**src/rtl/gpio_pkg.sv**
```systemverilog
// Shared constants and helpers for the memory-mapped GPIO block.
`timescale 1ns/1ps
package gpio_pkg;

  localparam int unsigned DATA_W = 32;

  localparam logic [3:0] OFF_OUT    = 4'h0;
  localparam logic [3:0] OFF_IN     = 4'h4;
  localparam logic [3:0] OFF_STATUS = 4'h8;
  localparam logic [3:0] OFF_MASK   = 4'hC;

  // Register select is the word index within a channel's 16-byte window.
  typedef enum logic [1:0] {
    REG_OUT    = OFF_OUT[3:2],
    REG_IN     = OFF_IN[3:2],
    REG_STATUS = OFF_STATUS[3:2],
    REG_MASK   = OFF_MASK[3:2]
  } gpio_reg_e;

  function automatic logic [DATA_W-1:0] be_to_mask(input logic [3:0] be);
    logic [DATA_W-1:0] m;
    for (int b = 0; b < 4; b++) m[b*8 +: 8] = {8{be[b]}};
    return m;
  endfunction

endpackage

```
**src/rtl/gpio_in_sync.sv**
```systemverilog
// Two-flop synchroniser plus previous-value flop; reports rising edges.
`timescale 1ns/1ps
module gpio_in_sync #(
  parameter int unsigned W = 8
) (
  input  logic         clk,
  input  logic         reset,
  input  logic [W-1:0] pin_i,
  output logic [W-1:0] sync_o,
  output logic [W-1:0] rise_c_o
);

  logic [W-1:0] sync1_q, sync2_q, prev_q;

  always_ff @(posedge clk) begin
    if (!reset) begin
      sync1_q <= '0;
      sync2_q <= '0;
      prev_q  <= '0;
    end else begin
      sync1_q <= pin_i;
      sync2_q <= sync1_q;
      prev_q  <= sync2_q;
    end
  end

  assign sync_o   = sync2_q;
  assign rise_c_o = sync2_q & ~prev_q;

endmodule

```
**src/rtl/mmio_gpio.sv**
```systemverilog
// Memory-mapped GPIO: per-channel OUT/IN/STATUS/MASK registers on the CPU load/store port.
`timescale 1ns/1ps
module mmio_gpio
  import gpio_pkg::*;
#(
  parameter int unsigned NCH     = 2,
  parameter int unsigned IN_W    = 8,
  parameter int unsigned OUT_W   = 8,
  parameter logic [3:0]  BASE_HI = 4'hA
) (
  input  logic                 clk,
  input  logic                 reset,
  input  logic [31:0]          i_addr,
  input  logic                 i_rd,
  input  logic                 i_wr,
  input  logic [31:0]          i_wrdata,
  input  logic [3:0]           i_byte_en,
  output logic                 o_hit,
  output logic [31:0]          o_rddata,
  output logic                 o_rdvalid,
  input  logic [NCH*IN_W-1:0]  i_gpio_in,
  output logic [NCH*OUT_W-1:0] o_gpio_out,
  output logic                 o_irq
);

  logic [OUT_W-1:0] out_q    [NCH];
  logic [OUT_W-1:0] out_d    [NCH];
  logic [IN_W-1:0]  status_q [NCH];
  logic [IN_W-1:0]  status_d [NCH];
  logic [IN_W-1:0]  mask_q   [NCH];
  logic [IN_W-1:0]  mask_d   [NCH];
  logic [IN_W-1:0]  in_sync  [NCH];
  logic [IN_W-1:0]  in_rise  [NCH];

  logic [DATA_W-1:0] rddata_q, rddata_d, rd_val, lane;
  logic              rdvalid_q, rdvalid_d, irq_q, irq_d;
  logic              wr_hit, rd_hit, acc_ok;
  logic [3:0]        ch;
  gpio_reg_e         sel;
  logic              unused_addr;

  assign ch     = i_addr[7:4];
  assign sel    = gpio_reg_e'(i_addr[3:2]);
  assign acc_ok = (i_addr[11:8] == 4'h0) && ({28'h0, ch} < NCH);
  assign o_hit  = (i_rd | i_wr) && (i_addr[15:12] == BASE_HI);
  assign wr_hit = i_wr && o_hit;
  // A simultaneous read and write performs only the write.
  assign rd_hit = i_rd && !i_wr && o_hit;
  assign lane   = be_to_mask(i_byte_en);
  assign unused_addr = ^{i_addr[31:16], i_addr[1:0]};

  for (genvar g = 0; g < NCH; g++) begin : g_ch
    gpio_in_sync #(.W(IN_W)) u_sync (
      .clk      (clk),
      .reset    (reset),
      .pin_i    (i_gpio_in[g*IN_W +: IN_W]),
      .sync_o   (in_sync[g]),
      .rise_c_o (in_rise[g])
    );
    assign o_gpio_out[g*OUT_W +: OUT_W] = out_q[g];
  end

  // Register writes, edge capture, read mux and interrupt reduction.
  always_comb begin
    rd_val = '0;
    irq_d  = 1'b0;
    for (int unsigned c = 0; c < NCH; c++) begin
      out_d[c]    = out_q[c];
      mask_d[c]   = mask_q[c];
      status_d[c] = status_q[c];
      if (wr_hit && acc_ok && ({28'h0, ch} == c)) begin
        case (sel)
          REG_OUT:    out_d[c]    = OUT_W'((DATA_W'(out_q[c]) & ~lane) | (i_wrdata & lane));
          REG_MASK:   mask_d[c]   = IN_W'((DATA_W'(mask_q[c]) & ~lane) | (i_wrdata & lane));
          REG_STATUS: status_d[c] = status_q[c] & ~IN_W'(i_wrdata & lane);
          default:    ;
        endcase
      end
      // A new edge always wins over a clear in the same cycle.
      status_d[c] = status_d[c] | in_rise[c];
      if (acc_ok && ({28'h0, ch} == c)) begin
        case (sel)
          REG_OUT:    rd_val = DATA_W'(out_q[c]);
          REG_IN:     rd_val = DATA_W'(in_sync[c]);
          REG_STATUS: rd_val = DATA_W'(status_q[c]);
          REG_MASK:   rd_val = DATA_W'(mask_q[c]);
          default:    rd_val = '0;
        endcase
      end
      irq_d = irq_d | (|(status_q[c] & mask_q[c]));
    end
    rdvalid_d = rd_hit;
    rddata_d  = rd_hit ? rd_val : rddata_q;
  end

  always_ff @(posedge clk) begin
    if (!reset) begin
      for (int unsigned c = 0; c < NCH; c++) begin
        out_q[c]    <= '0;
        status_q[c] <= '0;
        mask_q[c]   <= '0;
      end
      rddata_q  <= '0;
      rdvalid_q <= 1'b0;
      irq_q     <= 1'b0;
    end else begin
      for (int unsigned c = 0; c < NCH; c++) begin
        out_q[c]    <= out_d[c];
        status_q[c] <= status_d[c];
        mask_q[c]   <= mask_d[c];
      end
      rddata_q  <= rddata_d;
      rdvalid_q <= rdvalid_d;
      irq_q     <= irq_d;
    end
  end

  assign o_rddata  = rddata_q;
  assign o_rdvalid = rdvalid_q;
  assign o_irq     = irq_q;

endmodule

```
**config.mk**
```make
export PLATFORM = sky130hd
export DESIGN_NAME = mmio_gpio
export DESIGN_NICKNAME = d
export VERILOG_FILES = /design/src/rtl/gpio_pkg.sv /design/src/rtl/gpio_in_sync.sv /design/src/rtl/mmio_gpio.sv
export SDC_FILE = /design/constraint.sdc
export NUM_CORES = 1
export LEC_CHECK = 0
export ABC_CLOCK_PERIOD_IN_PS = 2500
export CAP_MARGIN = 20
export CELL_PAD_IN_SITES_DETAIL_PLACEMENT = 1
export CELL_PAD_IN_SITES_GLOBAL_PLACEMENT = 1
export CORE_MARGIN = 2
export CORE_UTILIZATION = 35
export CTS_CLUSTER_SIZE = 25
export DETAILED_ROUTE_END_ITERATION = 8
export HOLD_SLACK_MARGIN = 0.08
export PLACE_DENSITY_LB_ADDON = 0.2
export SLEW_MARGIN = 20
export SYNTH_ARGS = -nofsm -noshare
export SYNTH_HDL_FRONTEND = slang
export SYNTH_SLANG_ARGS = --single-unit
```
**constraint.sdc**
```tcl
create_clock -name clk -period 2.5 [get_ports clk]
set_clock_uncertainty 0.15 [all_clocks]
set_input_delay 0.375 -clock clk [delete_from_list [all_inputs] [get_ports clk]]
set_output_delay 0.375 -clock clk [all_outputs]
set_load 0.02 [all_outputs]
```
==> impl_metrics.ini <==
[outcome]
status = completed

[yosys]
synth_edf_count = 0
syn_area_sq_um = 4330
synthCells = 415
synth_compound_area_share_pct = 8.09
syn-mean-instance-area_sq_um = 10.4
synth_seq_cells = 106
synth_largest_area_cell = dfxtp_1
synth_fa_ha_area_share_pct = 0
async_flop_share_pct = 0
ys_types = 35
synthMuxAreaShare_pct = 15.7
yosys-top-cells-area = dfxtp_1 49%, mux4_2 8.3%, mux2i_1 7.4%
seq_area_frac_synth_pct = 49.0
yosys_warnings = 0
synth.top_cell.area_share_pct = 49.0
synth_top_family_by_area = simple AND/OR/NAND/NOR gates
synth_xor_area_share_pct = 0
yosys.area_share.simple_pct = 18.3
synth_top_flop_cell = dfxtp_1

[worst_hold_path]
hp-class = reg2reg

[worst_setup_path]
r2r-end = o_irq
critPathSlowestCell = clkdlybuf4s50_1
reg2reg_slack_ns = 0.95
cpPeakStageDelay_ns = 0.59
critPathKind = in2out
setup.worst_path.start = i_addr[13]
critPathLaunchType = input port
crit_arrival_ns = 1.77
path_common_cell = clkdlybuf4s50_1
path_max_fanout = 2
r2r_start = status_q[0][11]
crit_path_cell_trace = clkdlybuf4s50_1, and4bb_2, o21a_1, clkdlybuf4s50_1
cp-endpoint = o_hit
r2r_cells = 4
required_ns = 1.98
end_kind = output pin

[floorplanning]
design.die.area_sq_um = 13300
die_w_um = 115
num_io_pins = 139
start_util_pct = 35.9
core_sq_um = 12100
die_height_um = 115
placementRows = 40

[sta]
min_period_ns = 2.30
setup_viol = 0
slew_headroom_pct = 52.7
min_period_over_period_pct = 91.9
finalMaxSlewViolations = 0
worst_slew_pin_slew_ns = 0.710
fmax_ghz = 0.435
rsz0062_at_grt = no
fin_ws_ns = 0.203
fin_setup_tns_ns = 0
hold_violations = 0
hold_ws_ns = 0.272

[placed_design]
place_ws_ns = 0.0918
dp.cells = 645
io_buffers = 69
place_congestion = 0.823
dpl_cell_area_sq_um = 5220
place_hpwl_mm = 8.08

[clocking]
cts_root_buf = clkbuf_16
clk_pin_slew_ns = 0.07
cts_sinks = 106
cts.path.max_buffers = 2
cts_tree = done
cts_setup_buffers = 0
cts_hold_buf = 0
ctsResizeCount = 0
cts_max_level = 3
clock_latency_ns = 0.34
cts_inserted_buffers = 9

[cells_and_area]
finish.utilization_pct = 45.9
layout-area-overhead-vs-synth_pct = 27.8
antennaDiodeCount = 0
n_fill_cell = 1329
multi_input_area_sq_um = 1910
stdcell_area_sq_um = 5530
drive_gt1_share_pct = 13.0
nNetsFinal = 576
seqCellArea_sq_um = 2120
final_cells = 661

[grt]
grt_pass1_wl_mm = 17.1
overflow = 0
track_usage_pct = 17.1
antenna_found_initial = 0
grt_max_degree = 37
grt_pass1_vias = 3140

[drt]
via_count = 3170
ant_nets = 0
routed_wl_mm = 11.0
wire_per_inst_um = 16.6
drc = 0
vias_per_cell = 4.80
drtIter0Drc = 150
first_pass_iters = 4

[pwr]
total_power_mw = 3.50
power.leakage_nw = 2.18
vdd_drop_max_mv = 0.273
power_density_nw_per_um2 = 633

[flow_run]
maxCapViolations = 0
-- synth_stat cells (7+ instances only) --
cell and n:
dfxtp_1 106, nand2_1 56, and2_1 43, o211ai_1 8
mux2i_1 32, mux4_2 16, buf_4 25, a32o_1 8
buf_2 7, o21ai_0 16, clkbuf_1 18, inv_1 17
a31oi_1 8, nand4_1 8, nand3_1 19
-- worst min path at each step --
| stage | from | end | slack, ns | cells past startpoint |
|---|---|---|---|---|
| 5_1_grt | g_ch[0].u_sync.prev_q[0] | status_q[0][0] | 0.29 | 1 |
| 2_1_floorplan | g_ch[0].u_sync.prev_q[0] | status_q[0][0] | 0.25 | 1 |
| 4_1_cts | g_ch[0].u_sync.prev_q[0] | status_q[0][0] | 0.28 | 1 |
| 3_5_place_dp | g_ch[0].u_sync.prev_q[0] | status_q[0][0] | 0.27 | 1 |
| 6_report | g_ch[0].u_sync.prev_q[6] | status_q[0][6] | 0.27 | 1 |
| 3_3_place_gp | g_ch[0].u_sync.prev_q[5] | status_q[0][5] | 0.25 | 1 |
-- layout by cell type, fill, tap and decap left out, types with 2 or more instances in the layout --
cell type	n
and2_1	43
a31oi_1	8
buf_12	4
clkinv_4	2
o211ai_1	8
inv_1	17
a32o_1	8
a22oi_1	4
buf_4	19
nor3_4	2
nand2_1	56
nand3_1	19
dfxtp_1	106
nand4_1	8
clkdlybuf4s50_1	68
o21ai_0	16
clkbuf_16	9
o21a_1	2
mux2i_1	32
a22o_1	2
clkbuf_8	2
conb_1	24
mux4_2	16
a221oi_1	2
-- metal layers --
metal | vias to the layer above | track usage [%] | share of wire (%) | wire length (um)
met5 | - | 0 | 0 | 0
met2 | 84 | 26.8 | 45 | 4990
met4 | 0 | 5.78 | 1.9 | 206
met1 | 1532 | 23.2 | 48 | 5270
li1 | 1542 | - | - | -
met3 | 12 | 4.01 | 4.9 | 537
-- where the power goes --
group          internal [mW]  switching (mW)  total, mW
registers               1.74          0.0230       1.76
clock network          0.837           0.632       1.47
logic                  0.129           0.141      0.271
-- final cells by class --
class | instances | share of cell area (%)
timing repair buffer | 92 | 16.4
clock buffer | 11 | 4.57
clock inverter | 5 | 1.11
inverter | 17 | 1.15
multi-input combinational | 262 | 34.6
sequential | 106 | 38.4
tap | 168 | 3.80
-- logic make-up after synthesis --
group                  count (synthesis)
multiplexers                          48
flip-flops                           106
other                                  1
AO/OA/AOI/OAI                         50
AND/OR/NAND/NOR                      140
buffers and inverters                 70
-- worst max-delay path, delay by kind of cell --
family	cells	cell delay (ns)
buffers and inverters	2	1.04
AOI/OAI and AO/OA	1	0.12
and+or+nand+nor	1	0.24
(Power assumes the default switching activity.)
